### config.mk
export PLATFORM = sky130hd
export DESIGN_NAME = ringosc_freq_meter
export DESIGN_NICKNAME = d
export VERILOG_FILES = /design/src/rtl/ringosc_pkg.sv /design/src/rtl/ringosc_edge_sync.sv /design/src/rtl/ringosc_freq_meter.sv
export SDC_FILE = /design/constraint.sdc
export NUM_CORES = 1
export LEC_CHECK = 0
export CAP_MARGIN = 0
export CORE_AREA = 2 2 124 126
export DETAILED_ROUTE_END_ITERATION = 8
export DIE_AREA = 0 0 126 128
export PLACE_DENSITY = 0.47
export SLEW_MARGIN = 25
export SYNTH_ARGS = -nofsm -noshare
export SYNTH_HDL_FRONTEND = slang
export SYNTH_SLANG_ARGS = --single-unit
### constraint.sdc
create_clock -name clk -period 8.41 [get_ports clk]
set_clock_uncertainty 0.2 [all_clocks]
set_input_delay 1.682 -clock clk [delete_from_list [all_inputs] [get_ports clk]]
set_output_delay 1.682 -clock clk [all_outputs]
set_load 0.05 [all_outputs]
### src/rtl/ringosc_pkg.sv
// Shared types and default parameters for the ring-oscillator frequency meter.
package ringosc_pkg;

    // Measurement sequencer states
    typedef enum logic [1:0] {
        IDLE    = 2'd0,
        SETTLE  = 2'd1,
        MEASURE = 2'd2,
        DONE    = 2'd3
    } ringosc_state_e;

    localparam int DEFAULT_GATE_W        = 16;
    localparam int DEFAULT_CNT_W         = 16;
    localparam int DEFAULT_SETTLE_CYCLES = 16;
    localparam int DEFAULT_SYNC_STAGES   = 2;

endpackage

### src/rtl/ringosc_edge_sync.sv
// Brings the free-running oscillator output into the clk domain and turns
// each synchronised rising transition into a single-cycle pulse.
module ringosc_edge_sync
    import ringosc_pkg::*;
#(
    parameter int SYNC_STAGES = DEFAULT_SYNC_STAGES
) (
    input  logic clk,
    input  logic rst,
    input  logic osc_in,
    input  logic load_prev,
    output logic rise
);

    logic [SYNC_STAGES-1:0] sync_q;
    logic                   prev_q;
    logic                   sync_level;

    assign sync_level = sync_q[SYNC_STAGES-1];

    // Multi-flop synchroniser chain; the oldest stage is the usable level
    always_ff @(posedge clk) begin
        if (rst) begin
            sync_q <= '0;
        end else begin
            sync_q <= {sync_q[SYNC_STAGES-2:0], osc_in};
        end
    end

    // Previous level only follows the input while the window is being opened or is open,
    // so the first comparison in the window is against a fresh sample, never a stale one
    always_ff @(posedge clk) begin
        if (rst) begin
            prev_q <= 1'b0;
        end else if (load_prev) begin
            prev_q <= sync_level;
        end
    end

    assign rise = sync_level & ~prev_q;

endmodule

### src/rtl/ringosc_freq_meter.sv
// Gated edge counter for on-chip ring-oscillator characterisation: enables the
// oscillator, lets it settle, counts rising edges over a programmable window
// of clk cycles and holds the saturating result with a valid flag.
module ringosc_freq_meter
    import ringosc_pkg::*;
#(
    parameter int GATE_W        = DEFAULT_GATE_W,
    parameter int CNT_W         = DEFAULT_CNT_W,
    parameter int SETTLE_CYCLES = DEFAULT_SETTLE_CYCLES,
    parameter int SYNC_STAGES   = DEFAULT_SYNC_STAGES
) (
    input  logic              clk,
    input  logic              rst,
    input  logic              start,
    input  logic [GATE_W-1:0] gate_cycles,
    input  logic              osc_in,
    output logic              osc_enable,
    output logic              busy,
    output logic              result_valid,
    output logic [CNT_W-1:0]  count,
    output logic              overflow
);

    localparam int SETTLE_W = (SETTLE_CYCLES > 1) ? $clog2(SETTLE_CYCLES) : 1;
    localparam logic [SETTLE_W-1:0] SETTLE_LAST = SETTLE_W'(SETTLE_CYCLES - 1);
    localparam logic [CNT_W-1:0]    COUNT_MAX   = '1;

    ringosc_state_e      state;
    logic [SETTLE_W-1:0] settle_cnt;
    logic [GATE_W-1:0]   gate_q;
    logic [GATE_W-1:0]   win_cnt;
    logic                settle_done;
    logic                window_done;
    logic                load_prev;
    logic                rise;

    assign settle_done = (settle_cnt == SETTLE_LAST);
    assign window_done = (win_cnt == gate_q - GATE_W'(1));
    assign load_prev   = ((state == SETTLE) && settle_done) || (state == MEASURE);

    ringosc_edge_sync #(
        .SYNC_STAGES (SYNC_STAGES)
    ) u_edge_sync (
        .clk       (clk),
        .rst       (rst),
        .osc_in    (osc_in),
        .load_prev (load_prev),
        .rise      (rise)
    );

    // Measurement sequencer with its settle/window counters, the saturating
    // edge counter and all registered status outputs
    always_ff @(posedge clk) begin
        if (rst) begin
            state        <= IDLE;
            settle_cnt   <= '0;
            win_cnt      <= '0;
            gate_q       <= '0;
            osc_enable   <= 1'b0;
            busy         <= 1'b0;
            result_valid <= 1'b0;
            count        <= '0;
            overflow     <= 1'b0;
        end else begin
            case (state)
                IDLE, DONE: begin
                    if (start) begin
                        gate_q       <= gate_cycles;
                        count        <= '0;
                        overflow     <= 1'b0;
                        result_valid <= 1'b0;
                        settle_cnt   <= '0;
                        busy         <= 1'b1;
                        osc_enable   <= 1'b1;
                        state        <= SETTLE;
                    end
                end
                SETTLE: begin
                    if (settle_done) begin
                        win_cnt <= '0;
                        if (gate_q != '0) begin
                            state <= MEASURE;
                        end else begin
                            state        <= DONE;
                            busy         <= 1'b0;
                            osc_enable   <= 1'b0;
                            result_valid <= 1'b1;
                        end
                    end else begin
                        settle_cnt <= settle_cnt + SETTLE_W'(1);
                    end
                end
                MEASURE: begin
                    if (rise) begin
                        if (count == COUNT_MAX) begin
                            overflow <= 1'b1;
                        end else begin
                            count <= count + CNT_W'(1);
                        end
                    end
                    if (window_done) begin
                        state        <= DONE;
                        busy         <= 1'b0;
                        osc_enable   <= 1'b0;
                        result_valid <= 1'b1;
                    end else begin
                        win_cnt <= win_cnt + GATE_W'(1);
                    end
                end
                default: begin
                    state <= IDLE;
                end
            endcase
        end
    end

endmodule

======== Word level (Yosys, flattened, before mapping) ========
Cells that the tools add are included.
word-level totals
  output and inout bits ................... 20
  input bits .............................. 20
  word-level logic and storage cells ...... 74
  register bits after elaboration ......... 60
operators by class
  eq/ne operators ......................... 15
  bitwise operators ....................... 2
  $add $sub $neg .......................... 4
  multiplexer cells ....................... 28
  reduce and logical (&&, ||, !) cells .... 15
operators by type and width
  operator               count
  $mux 16                5
  $pmux 16 s2            2
  $add 16x1->16 const B  2
  $eq 16x16->1           1
  $eq 16x16->1 const B   1
  $ne 2x2->1 const B     8
  $reduce_bool 16->1     1
  $sub 16x1->16 const B  1
  $reduce_and 4->1       3
  $mux 1                 11
  $reduce_and 3->1       3
  $mux 4                 2
  $pmux 4 s2             1
  $mux 2                 3
  $pmux 1 s3             2
  $pmux 2 s3             1
  $reduce_bool 2->1      3
  $add 4x1->4 const B    1
  $eq 2x2->1 const B     2
  $eq 4x4->1 const B     1
  $eq 2x1->1 const B     1
  $logic_not 2->1        1
  $ne 2x1->1 const B     1
  $pmux 1 s2             1
  6 further kinds        6

======== Logic depth before layout (Yosys ltp) ========
Gate-level depths: netlist of the first run.
  depth in word-level cells ............... 4
  depth in mapped cells ................... 13
  mapped depth without buffers ............ 9

======== Cells and area by module ========
From an unflattened synthesis of the first run, not the netlist that was laid out.
second synthesis, totals
  cell total of the unflattened synthesis .. 405
  area, all modules ....................... 3315.7 um^2
by module, submodules not included
  module              instances  cells each  area an instance (um^2)  sequential area each (um^2)
  ringosc_freq_meter  1          397         3223.1                   1141.1
  ringosc_edge_sync   1          8           92.6                     60.1

======== Worst setup path after synthesis of the first run ========
No wires, ideal clock.
  path type ............................... input-to-reg
  start point ............................. input port start
  end point ............................... register count[8]
  stages .................................. 6
  required time ........................... 8.140 ns
  library setup time ...................... 0.070 ns
  path buffers ............................ 0
  arrival time ............................ 3.410 ns
  path slack .............................. 4.730 ns
  cells stage by stage .................... nor2b_1 a211o_1 a31oi_1 or3b_2 or3_1 a21oi_1
on the way
  longest elaborated chain between the ends .. 2
ends and longest elaborated chain
  what                               line                      RTL
  start, declared                    ringosc_freq_meter.sv:14  input logic start,
  $ne 2x2->1 (no source line)        -
  $reduce_and 4->1 (no source line)  -
  end signal, assigned               ringosc_freq_meter.sv:98  count <= count + CNT_W'(1);
  end, declared                      ringosc_freq_meter.sv:20  output logic [CNT_W-1:0] count,
Every way passes these cells.
A chain may end at the register's enable or synchronous reset.

======== Worst setup path in the final report of the first run ========
Same ends and word-level chain as after synthesis.

==> results of run 1 <==
==> routing by layer <==
metal | track usage | up-vias | share of wire
met2 | 0.181 | 49 | 0.47
met1 | 0.137 | 1425 | 0.47
met5 | 0 | - | 0
met4 | 0.0362 | 0 | 0.015
li1 | - | 1538 | -
met3 | 0.0330 | 12 | 0.045
==> layout make-up <==
cell class,instances,area share
Clock inverter,3,0.00480
Clock buffer,13,0.0648
Sequential cell,60,0.288
Timing Repair Buffer,40,0.0954
Inverter,11,0.00990
Multi-Input combinational cell,324,0.480
Tap cell,188,0.0564
==> cell usage in the layout (no fill, tap or decap), drive strengths merged, types with 4 or more instances in the layout <==
master,instances
xnor2,18
and4,4
nor4,7
or3,9
a21oi,34
o211ai,4
mux2i,6
dfxtp,60
ha,7
nand3,19
clkdlybuf4s50,39
nand2b,6
nand4b,4
a31oi,5
nor3,10
nand2,64
clkbuf,13
o31ai,4
nor2b,5
nor2,34
xor2,16
inv,11
o21ai,14
nand4,6
and3,9
or4,7
==> cells by family (layout without fill, tap and decap cells) <==
family                   Yosys count  after routing  synth area share
AO/OA/AOI/OAI                     81             81             0.157
multiplexers                       6              6            0.0179
adder cells (fa/ha/maj)            7              7            0.0261
flip-flops                        60             60             0.359
XOR/XNOR                          34             34            0.0889
AND/OR/NAND/NOR                  196            196             0.308
buffers and inverters             31             67            0.0433
==> synth_stat cells, types with 3 or more instances <==
master    count  area share
a21o_1        3      0.0067
a21oi_1      34       0.051
a31oi_1       5      0.0093
and3_1        9       0.017
and4_1        3      0.0078
buf_6         3       0.010
clkbuf_1     13       0.015
dfxtp_1      60        0.36
ha_1          7       0.026
inv_1        11       0.012
mux2i_1       6       0.018
nand2_1      64       0.072
nand2b_1      6       0.011
nand3_1      19       0.028
nand4_1       6       0.011
nand4b_1      4       0.010
nor2_1       34       0.038
nor2b_1       5      0.0093
nor3_1       10       0.015
nor3b_1       3      0.0067
nor4_1        4      0.0075
o211ai_1      4      0.0090
o21ai_0      14       0.021
o31ai_1       4      0.0090
or3_1         9       0.017
or4_1         6       0.013
xnor2_1      18       0.047
xor2_1       16       0.042
==> where the power goes <==
group / leakage [nW] / switching, mW / internal, mW / total (mW)
clock network: 0.138 / 0.129 / 0.223 / 0.352
registers: 0.487 / 0.0401 / 0.313 / 0.353
logic: 0.841 / 0.226 / 0.147 / 0.373
total: 1.47 / 0.395 / 0.683 / 1.08
==> state kept, by name, summed over array words and instances, names as in the netlist <==
name / cells
count: 16
overflow: 1
win_cnt: 16
state: 2
result_valid: 1
u_edge_sync.sync_q: 2
settle_cnt: 4
u_edge_sync.prev_q: 1
busy: 1
gate_q: 16
==> metrics by stage <==
stage	area (µm²)	util	power, mW	hold slack [ns]	worst slack (ns)
floorplan	3350	-	0.644	0.214	4.73
global placement	3880	0.261	0.727	0.226	3.95
detailed placement	3880	0.261	0.732	0.232	3.95
CTS	4170	0.280	1.09	0.245	4.29
global route	4170	0.280	1.15	0.266	4.02
finish	4170	0.280	1.08	0.236	4.27
==> worst max-delay path: cells and delay by family <==
| family | cells | cell delay, ns |
|---|---|---|
| simple gates | 3 | 0.96 |
| buf+inv | 1 | 0.53 |
| compound gates | 3 | 1.01 |
==> worst max-delay path by stage <==
stage	cells past startpoint	slack (ns)	start	to
5_1_grt	8	4.02	start	count[14]$_SDFFE_PP0P_
3_3_place_gp	8	3.95	start	count[10]$_SDFFE_PP0P_
6_report	7	4.27	start	count[8]$_SDFFE_PP0P_
3_5_place_dp	8	3.95	start	count[10]$_SDFFE_PP0P_
2_1_floorplan	6	4.73	start	count[8]$_SDFFE_PP0P_
4_1_cts	7	4.29	start	count[8]$_SDFFE_PP0P_
==> flow_summary.html, run 1 <==
<table>
<tr><th>Metric</th><th>Value</th></tr>
<tr><th colspan="2">Outcome</th></tr>
<tr><td>Outcome</td><td>finished clean</td></tr>
<tr><th colspan="2">Detailed routing</th></tr>
<tr><td>Count of unresolved DRC violations after routing</td><td>0</td></tr>
<tr><td>Number of vias after detailed routing</td><td>3024</td></tr>
<tr><td>First-pass DRT Iterations</td><td>4</td></tr>
<tr><td>Via density per instance</td><td>4.73</td></tr>
<tr><td>Number of nets with antenna violations after detailed routing</td><td>0</td></tr>
<tr><td>Final wirelength</td><td>8.64 mm</td></tr>
<tr><td>Detail-routed net length per standard cell</td><td>13.5 µm</td></tr>
<tr><td>Iter 0 DRT Violations</td><td>279</td></tr>
<tr><th colspan="2">Logic synthesis</th></tr>
<tr><td>Share of synthesized registers carrying an async set or reset</td><td>0</td></tr>
<tr><td>Warning count from the yosys run</td><td>0</td></tr>
<tr><td>EDFF count, synth</td><td>0</td></tr>
<tr><td>Flops &amp; latches, synth</td><td>60</td></tr>
<tr><td>Primary FF master, synth</td><td>dfxtp_1</td></tr>
<tr><td>Gate count of the mapped netlist</td><td>415</td></tr>
<tr><td>Post-synthesis area per instance</td><td>8.07 µm²</td></tr>
<tr><td>Synthesized Nets</td><td>442</td></tr>
<tr><td>Unique masters post-synth</td><td>57</td></tr>
<tr><td>Sequential fraction of the synthesis area</td><td>0.359</td></tr>
<tr><td>Post-synthesis instance area</td><td>0.00335 mm²</td></tr>
<tr><th colspan="2">Global routing</th></tr>
<tr><td>Aggregate global-route resource usage</td><td>0.110</td></tr>
<tr><td>Remaining global-route overflow</td><td>0</td></tr>
<tr><td>Wire length of the first global-routing pass</td><td>14.4 mm</td></tr>
<tr><td>Maximum number of pins on one net before global-route repair</td><td>35</td></tr>
<tr><td>Number of global-route vias before repair</td><td>2967</td></tr>
<tr><td>Antenna violations before repair</td><td>0</td></tr>
<tr><th colspan="2">Clocking</th></tr>
<tr><td>CTS Root Cell</td><td>clkbuf_16</td></tr>
<tr><td>Post-CTS sizing</td><td>0</td></tr>
<tr><td>Clock buffers created by TritonCTS</td><td>9</td></tr>
<tr><td>Setup fix buffers added after clock tree synthesis</td><td>0</td></tr>
<tr><td>Clock tree buffer depth</td><td>2</td></tr>
<tr><td>H-Tree Level Count</td><td>3</td></tr>
<tr><td>Clock slew at the register clock pins of the worst setup and hold paths</td><td>0.05 ns</td></tr>
<tr><td>Clock tree from TritonCTS</td><td>done</td></tr>
<tr><td>Source-to-sink clock delay at the later pin of the worst-skew pair</td><td>0.33 ns</td></tr>
<tr><td>Sink count of the clock tree</td><td>60</td></tr>
<tr><td>Number of buffers added to fix hold violations after cts</td><td>0</td></tr>
<tr><th colspan="2">Setup path</th></tr>
<tr><td>Worst Path Max Fanout</td><td>10</td></tr>
<tr><td>Crit path required time</td><td>8.46 ns</td></tr>
<tr><td>Crit Path Category</td><td>in -&gt; reg</td></tr>
<tr><td>Number of cell instances on the worst register-to-register path</td><td>9</td></tr>
<tr><td>Max stage delay cell, worst path</td><td>a31oi_1</td></tr>
<tr><td>Startpoint class of the critical path</td><td>input pin</td></tr>
<tr><td>Crit end category</td><td>flop</td></tr>
<tr><td>Start of the worst register-to-register path</td><td>gate_q[0]$_SDFFE_PP0P_</td></tr>
<tr><td>Register-to-Register Setup Slack</td><td>4.81 ns</td></tr>
<tr><td>Chain of cells forming the critical path</td><td>clkdlybuf4s50_1, nor2b_1, a211o_1, a31oi_1, or3b_2, or3_1, a21oi_1</td></tr>
<tr><td>Data arrival, critical path</td><td>4.19 ns</td></tr>
<tr><td>Reg2Reg Capture Point</td><td>busy$_SDFFE_PP0P_</td></tr>
<tr><td>Delay of the slowest cell on the worst path</td><td>0.59 ns</td></tr>
<tr><th colspan="2">Layout</th></tr>
<tr><td>Proportion of layout cells with a drive suffix above 1</td><td>0.0576</td></tr>
<tr><td>Storage cell area</td><td>0.00120 mm²</td></tr>
<tr><td>Final Non-Filler Cells</td><td>639</td></tr>
<tr><td>Multi-input gate area in the final layout</td><td>0.00200 mm²</td></tr>
<tr><td>Layout Nets</td><td>473</td></tr>
<tr><td>Number of fill cells in the layout</td><td>1654</td></tr>
<tr><td>Area grow syn2layout</td><td>24.5%</td></tr>
<tr><td>Antenna diode count</td><td>0</td></tr>
<tr><th colspan="2">STA</th></tr>
<tr><td>Unrepaired setup endpoints after global routing</td><td>no</td></tr>
<tr><td>Setup total negative slack</td><td>0 ns</td></tr>
<tr><td>Transition time at the pin with the least slew margin</td><td>0.864 ns</td></tr>
<tr><td>Fin crit period</td><td>4.14 ns</td></tr>
<tr><td>Count of pins over their slew limit</td><td>0</td></tr>
<tr><td>Slew HR</td><td>0.419</td></tr>
<tr><td>Part of the cycle the worst path needs</td><td>0.492</td></tr>
<tr><td>Final Setup Violations</td><td>0</td></tr>
<tr><td>Final-report hold violation count</td><td>0</td></tr>
<tr><td>Highest clock frequency the design can meet</td><td>242 MHz</td></tr>
<tr><th colspan="2">Flow run</th></tr>
<tr><td>Number of violations of the max-capacitance limit</td><td>0</td></tr>
<tr><th colspan="2">Die</th></tr>
<tr><td>Die Y</td><td>128 µm</td></tr>
<tr><td>Total die area</td><td>0.0161 mm²</td></tr>
<tr><td>Initial core utilization</td><td>0.225</td></tr>
<tr><td>Total I/O pin count</td><td>40</td></tr>
<tr><td>Core Rows</td><td>45</td></tr>
<tr><td>Core Area</td><td>0.0149 mm²</td></tr>
<tr><td>Die Span X</td><td>126 µm</td></tr>
<tr><th colspan="2">Power and ir drop</th></tr>
<tr><td>Reported leakage power</td><td>1.47 nW</td></tr>
<tr><td>IR drop worst, VDD</td><td>0.0933 mV</td></tr>
<tr><td>Cell Pwr Density</td><td>259 mW/mm²</td></tr>
<tr><th colspan="2">Worst hold path</th></tr>
<tr><td>Hold Crit Depth</td><td>1</td></tr>
<tr><td>Min-delay worst type</td><td>reg -&gt; reg</td></tr>
<tr><td>Hold EP</td><td>u_edge_sync.sync_q[1]$_SDFF_PP0_</td></tr>
<tr><td>Hold Startpoint</td><td>u_edge_sync.sync_q[0]$_SDFF_PP0_</td></tr>
<tr><th colspan="2">Place</th></tr>
<tr><td>Final Wtd Congestion</td><td>0.750</td></tr>
<tr><td>Post-detailed-placement half-perimeter wirelength</td><td>6.23 mm</td></tr>
<tr><td>Placed cells</td><td>623</td></tr>
<tr><td>IO buf count</td><td>39</td></tr>
</table>
No activity file was read; power rests on OpenSTA's default activity.
==> inputs of run 2 (changes only) <==
- PLACE_DENSITY: 0.47 -> 0.49
- clock period: 8.41 -> 3.4 ns (I/O delays scaled with it)
==> flow_summary.html, run 2 (same netlist as run 1, synthesis figures left out) <==
<table>
<tr><th>Metric</th><th>Value</th></tr>
<tr><th colspan="2">Flow run</th></tr>
<tr><td>Number of violations of the max-capacitance limit</td><td>0</td></tr>
<tr><th colspan="2">Clocking</th></tr>
<tr><td>CTS Root Cell</td><td>clkbuf_16</td></tr>
<tr><td>H-Tree Level Count</td><td>3</td></tr>
<tr><td>Number of buffers added to fix hold violations after cts</td><td>0</td></tr>
<tr><td>Clock tree from TritonCTS</td><td>done</td></tr>
<tr><td>Clock buffers created by TritonCTS</td><td>9</td></tr>
<tr><td>Source-to-sink clock delay at the later pin of the worst-skew pair</td><td>0.33 ns</td></tr>
<tr><td>Clock tree buffer depth</td><td>2</td></tr>
<tr><td>Post-CTS sizing</td><td>0</td></tr>
<tr><td>Setup fix buffers added after clock tree synthesis</td><td>0</td></tr>
<tr><td>Sink count of the clock tree</td><td>60</td></tr>
<tr><td>Clock slew at the register clock pins of the worst setup and hold paths</td><td>0.05 ns</td></tr>
<tr><th colspan="2">Layout</th></tr>
<tr><td>Proportion of layout cells with a drive suffix above 1</td><td>0.0719</td></tr>
<tr><td>Multi-input gate area in the final layout</td><td>0.00200 mm²</td></tr>
<tr><td>Storage cell area</td><td>0.00120 mm²</td></tr>
<tr><td>Antenna diode count</td><td>0</td></tr>
<tr><td>Final core occ</td><td>0.284</td></tr>
<tr><td>Number of fill cells in the layout</td><td>1626</td></tr>
<tr><td>Layout Nets</td><td>482</td></tr>
<tr><td>Largest regs</td><td>count: 16 flops, gate_q: 16 flops, win_cnt: 16 flops</td></tr>
<tr><td>Highest-count cells in the layout ignoring fill and taps</td><td>nand2_1, dfxtp_1, clkdlybuf4s50_1</td></tr>
<tr><td>Area grow syn2layout</td><td>25.9%</td></tr>
<tr><td>Most common cell after layout, fill and taps aside</td><td>nand2_1</td></tr>
<tr><th colspan="2">Detailed routing</th></tr>
<tr><td>Iter 0 DRT Violations</td><td>128</td></tr>
<tr><td>Number of vias after detailed routing</td><td>3058</td></tr>
<tr><td>Count of unresolved DRC violations after routing</td><td>0</td></tr>
<tr><td>First-pass DRT Iterations</td><td>5</td></tr>
<tr><td>Via density per instance</td><td>4.73</td></tr>
<tr><td>Number of nets with antenna violations after detailed routing</td><td>0</td></tr>
<tr><td>Detail-routed net length per standard cell</td><td>13.3 µm</td></tr>
<tr><td>Final wirelength</td><td>8.60 mm</td></tr>
<tr><th colspan="2">STA</th></tr>
<tr><td>Final Setup Violations</td><td>0</td></tr>
<tr><td>Worst Slack Setup Final</td><td>0.324 ns</td></tr>
<tr><td>Final-report hold violation count</td><td>0</td></tr>
<tr><td>Highest clock frequency the design can meet</td><td>325 MHz</td></tr>
<tr><td>Transition time at the pin with the least slew margin</td><td>0.653 ns</td></tr>
<tr><td>Setup total negative slack</td><td>0 ns</td></tr>
<tr><td>Part of the cycle the worst path needs</td><td>0.905</td></tr>
<tr><td>Fin crit period</td><td>3.08 ns</td></tr>
<tr><td>Slew HR</td><td>0.561</td></tr>
<tr><td>Unrepaired setup endpoints after global routing</td><td>no</td></tr>
<tr><td>Count of pins over their slew limit</td><td>0</td></tr>
<tr><th colspan="2">Die</th></tr>
<tr><td>Die Y</td><td>128 µm</td></tr>
<tr><td>Total I/O pin count</td><td>40</td></tr>
<tr><td>Core Area</td><td>0.0149 mm²</td></tr>
<tr><td>Die Span X</td><td>126 µm</td></tr>
<tr><td>Core Rows</td><td>45</td></tr>
<tr><td>Total die area</td><td>0.0161 mm²</td></tr>
<tr><td>Initial core utilization</td><td>0.225</td></tr>
<tr><th colspan="2">Setup path</th></tr>
<tr><td>Crit end category</td><td>flop</td></tr>
<tr><td>Startpoint class of the critical path</td><td>flop</td></tr>
<tr><td>Crit Path Category</td><td>reg -&gt; reg</td></tr>
<tr><td>Crit path required time</td><td>3.42 ns</td></tr>
<tr><td>Data arrival, critical path</td><td>3.09 ns</td></tr>
<tr><td>Worst Path Max Fanout</td><td>11</td></tr>
<tr><th colspan="2">Worst hold path</th></tr>
<tr><td>Min-delay worst type</td><td>reg -&gt; reg</td></tr>
<tr><th colspan="2">Global routing</th></tr>
<tr><td>Maximum number of pins on one net before global-route repair</td><td>22</td></tr>
<tr><td>Wire length of the first global-routing pass</td><td>14.2 mm</td></tr>
<tr><td>Remaining global-route overflow</td><td>0</td></tr>
<tr><td>Aggregate global-route resource usage</td><td>0.108</td></tr>
<tr><td>Number of global-route vias before repair</td><td>2943</td></tr>
<tr><td>Antenna violations before repair</td><td>0</td></tr>
<tr><th colspan="2">Power and ir drop</th></tr>
<tr><td>Cell Pwr Density</td><td>636 mW/mm²</td></tr>
<tr><td>Post-layout power</td><td>2.68 mW</td></tr>
<tr><td>IR drop worst, VDD</td><td>0.518 mV</td></tr>
<tr><td>Reported leakage power</td><td>1.51 nW</td></tr>
<tr><th colspan="2">Place</th></tr>
<tr><td>IO buf count</td><td>39</td></tr>
<tr><td>Final Wtd Congestion</td><td>0.839</td></tr>
<tr><td>Post-detailed-placement half-perimeter wirelength</td><td>6.25 mm</td></tr>
<tr><td>Pre-CTS setup slack</td><td>0.339 ns</td></tr>
<tr><th colspan="2">Outcome</th></tr>
<tr><td>Outcome</td><td>finished clean</td></tr>
</table>
[run 2: metal layers]
metal  wire length (µm)  track usage  part of all wire  up-vias
met3                387       0.0321             0.045       16
met2               3890        0.176              0.45       59
met4                164       0.0407             0.019        0
li1                   -            -                 -     1557
met1               4150        0.136              0.48     1426
met5                  0            0                 0        -
[run 2: path summary, 6_finish.rpt]
| kind | startpoint | to | slack (ns) | cells past startpoint |
|---|---|---|---|---|
| worst max-delay path | gate_q[0]$_SDFFE_PP0P_ | busy$_SDFFE_PP0P_ | 0.32 | 9 |
| worst min-delay path | u_edge_sync.sync_q[0]$_SDFF_PP0_ | u_edge_sync.sync_q[1]$_SDFF_PP0_ | 0.24 | 1 |
| worst min register to register | u_edge_sync.sync_q[0]$_SDFF_PP0_ | u_edge_sync.sync_q[1]$_SDFF_PP0_ | 0.24 | 1 |
| worst max register to register | gate_q[0]$_SDFFE_PP0P_ | busy$_SDFFE_PP0P_ | 0.32 | 9 |
[run 2: cell type report]
class,instances,area share
multi-input cells,324,0.475
flip-flops and latches,60,0.285
repair buffers,49,0.110
clock buffers,13,0.0617
well taps,188,0.0558
inverters,11,0.00979
clock inverters,2,0.00237
[run 2: through the flow]
step,area (µm²),hold slack (ns),cells
floorplan,3350,0.214,415
global placement,3950,0.219,632
detailed placement,3950,0.233,632
CTS,4220,0.245,647
global route,4220,0.267,647
finish,4220,0.240,647
[run 2: power breakdown]
part / switching, mW / leakage, nW / internal (mW) / total (mW)
clock network: 0.306 / 0.135 / 0.526 / 0.832
logic: 0.564 / 0.885 / 0.413 / 0.977
registers: 0.100 / 0.487 / 0.775 / 0.875
[run 2: critical path: stages, from the launching register on]
cell,delay [ns]
dfxtp_1,0.36
inv_1,0.10
ha_1,0.38
nor3b_1,0.32
nand3_1,0.14
xnor2_1,0.17
a2111oi_4,0.38
a31oi_1,0.19
or4b_1,0.52
and3b_1,0.20
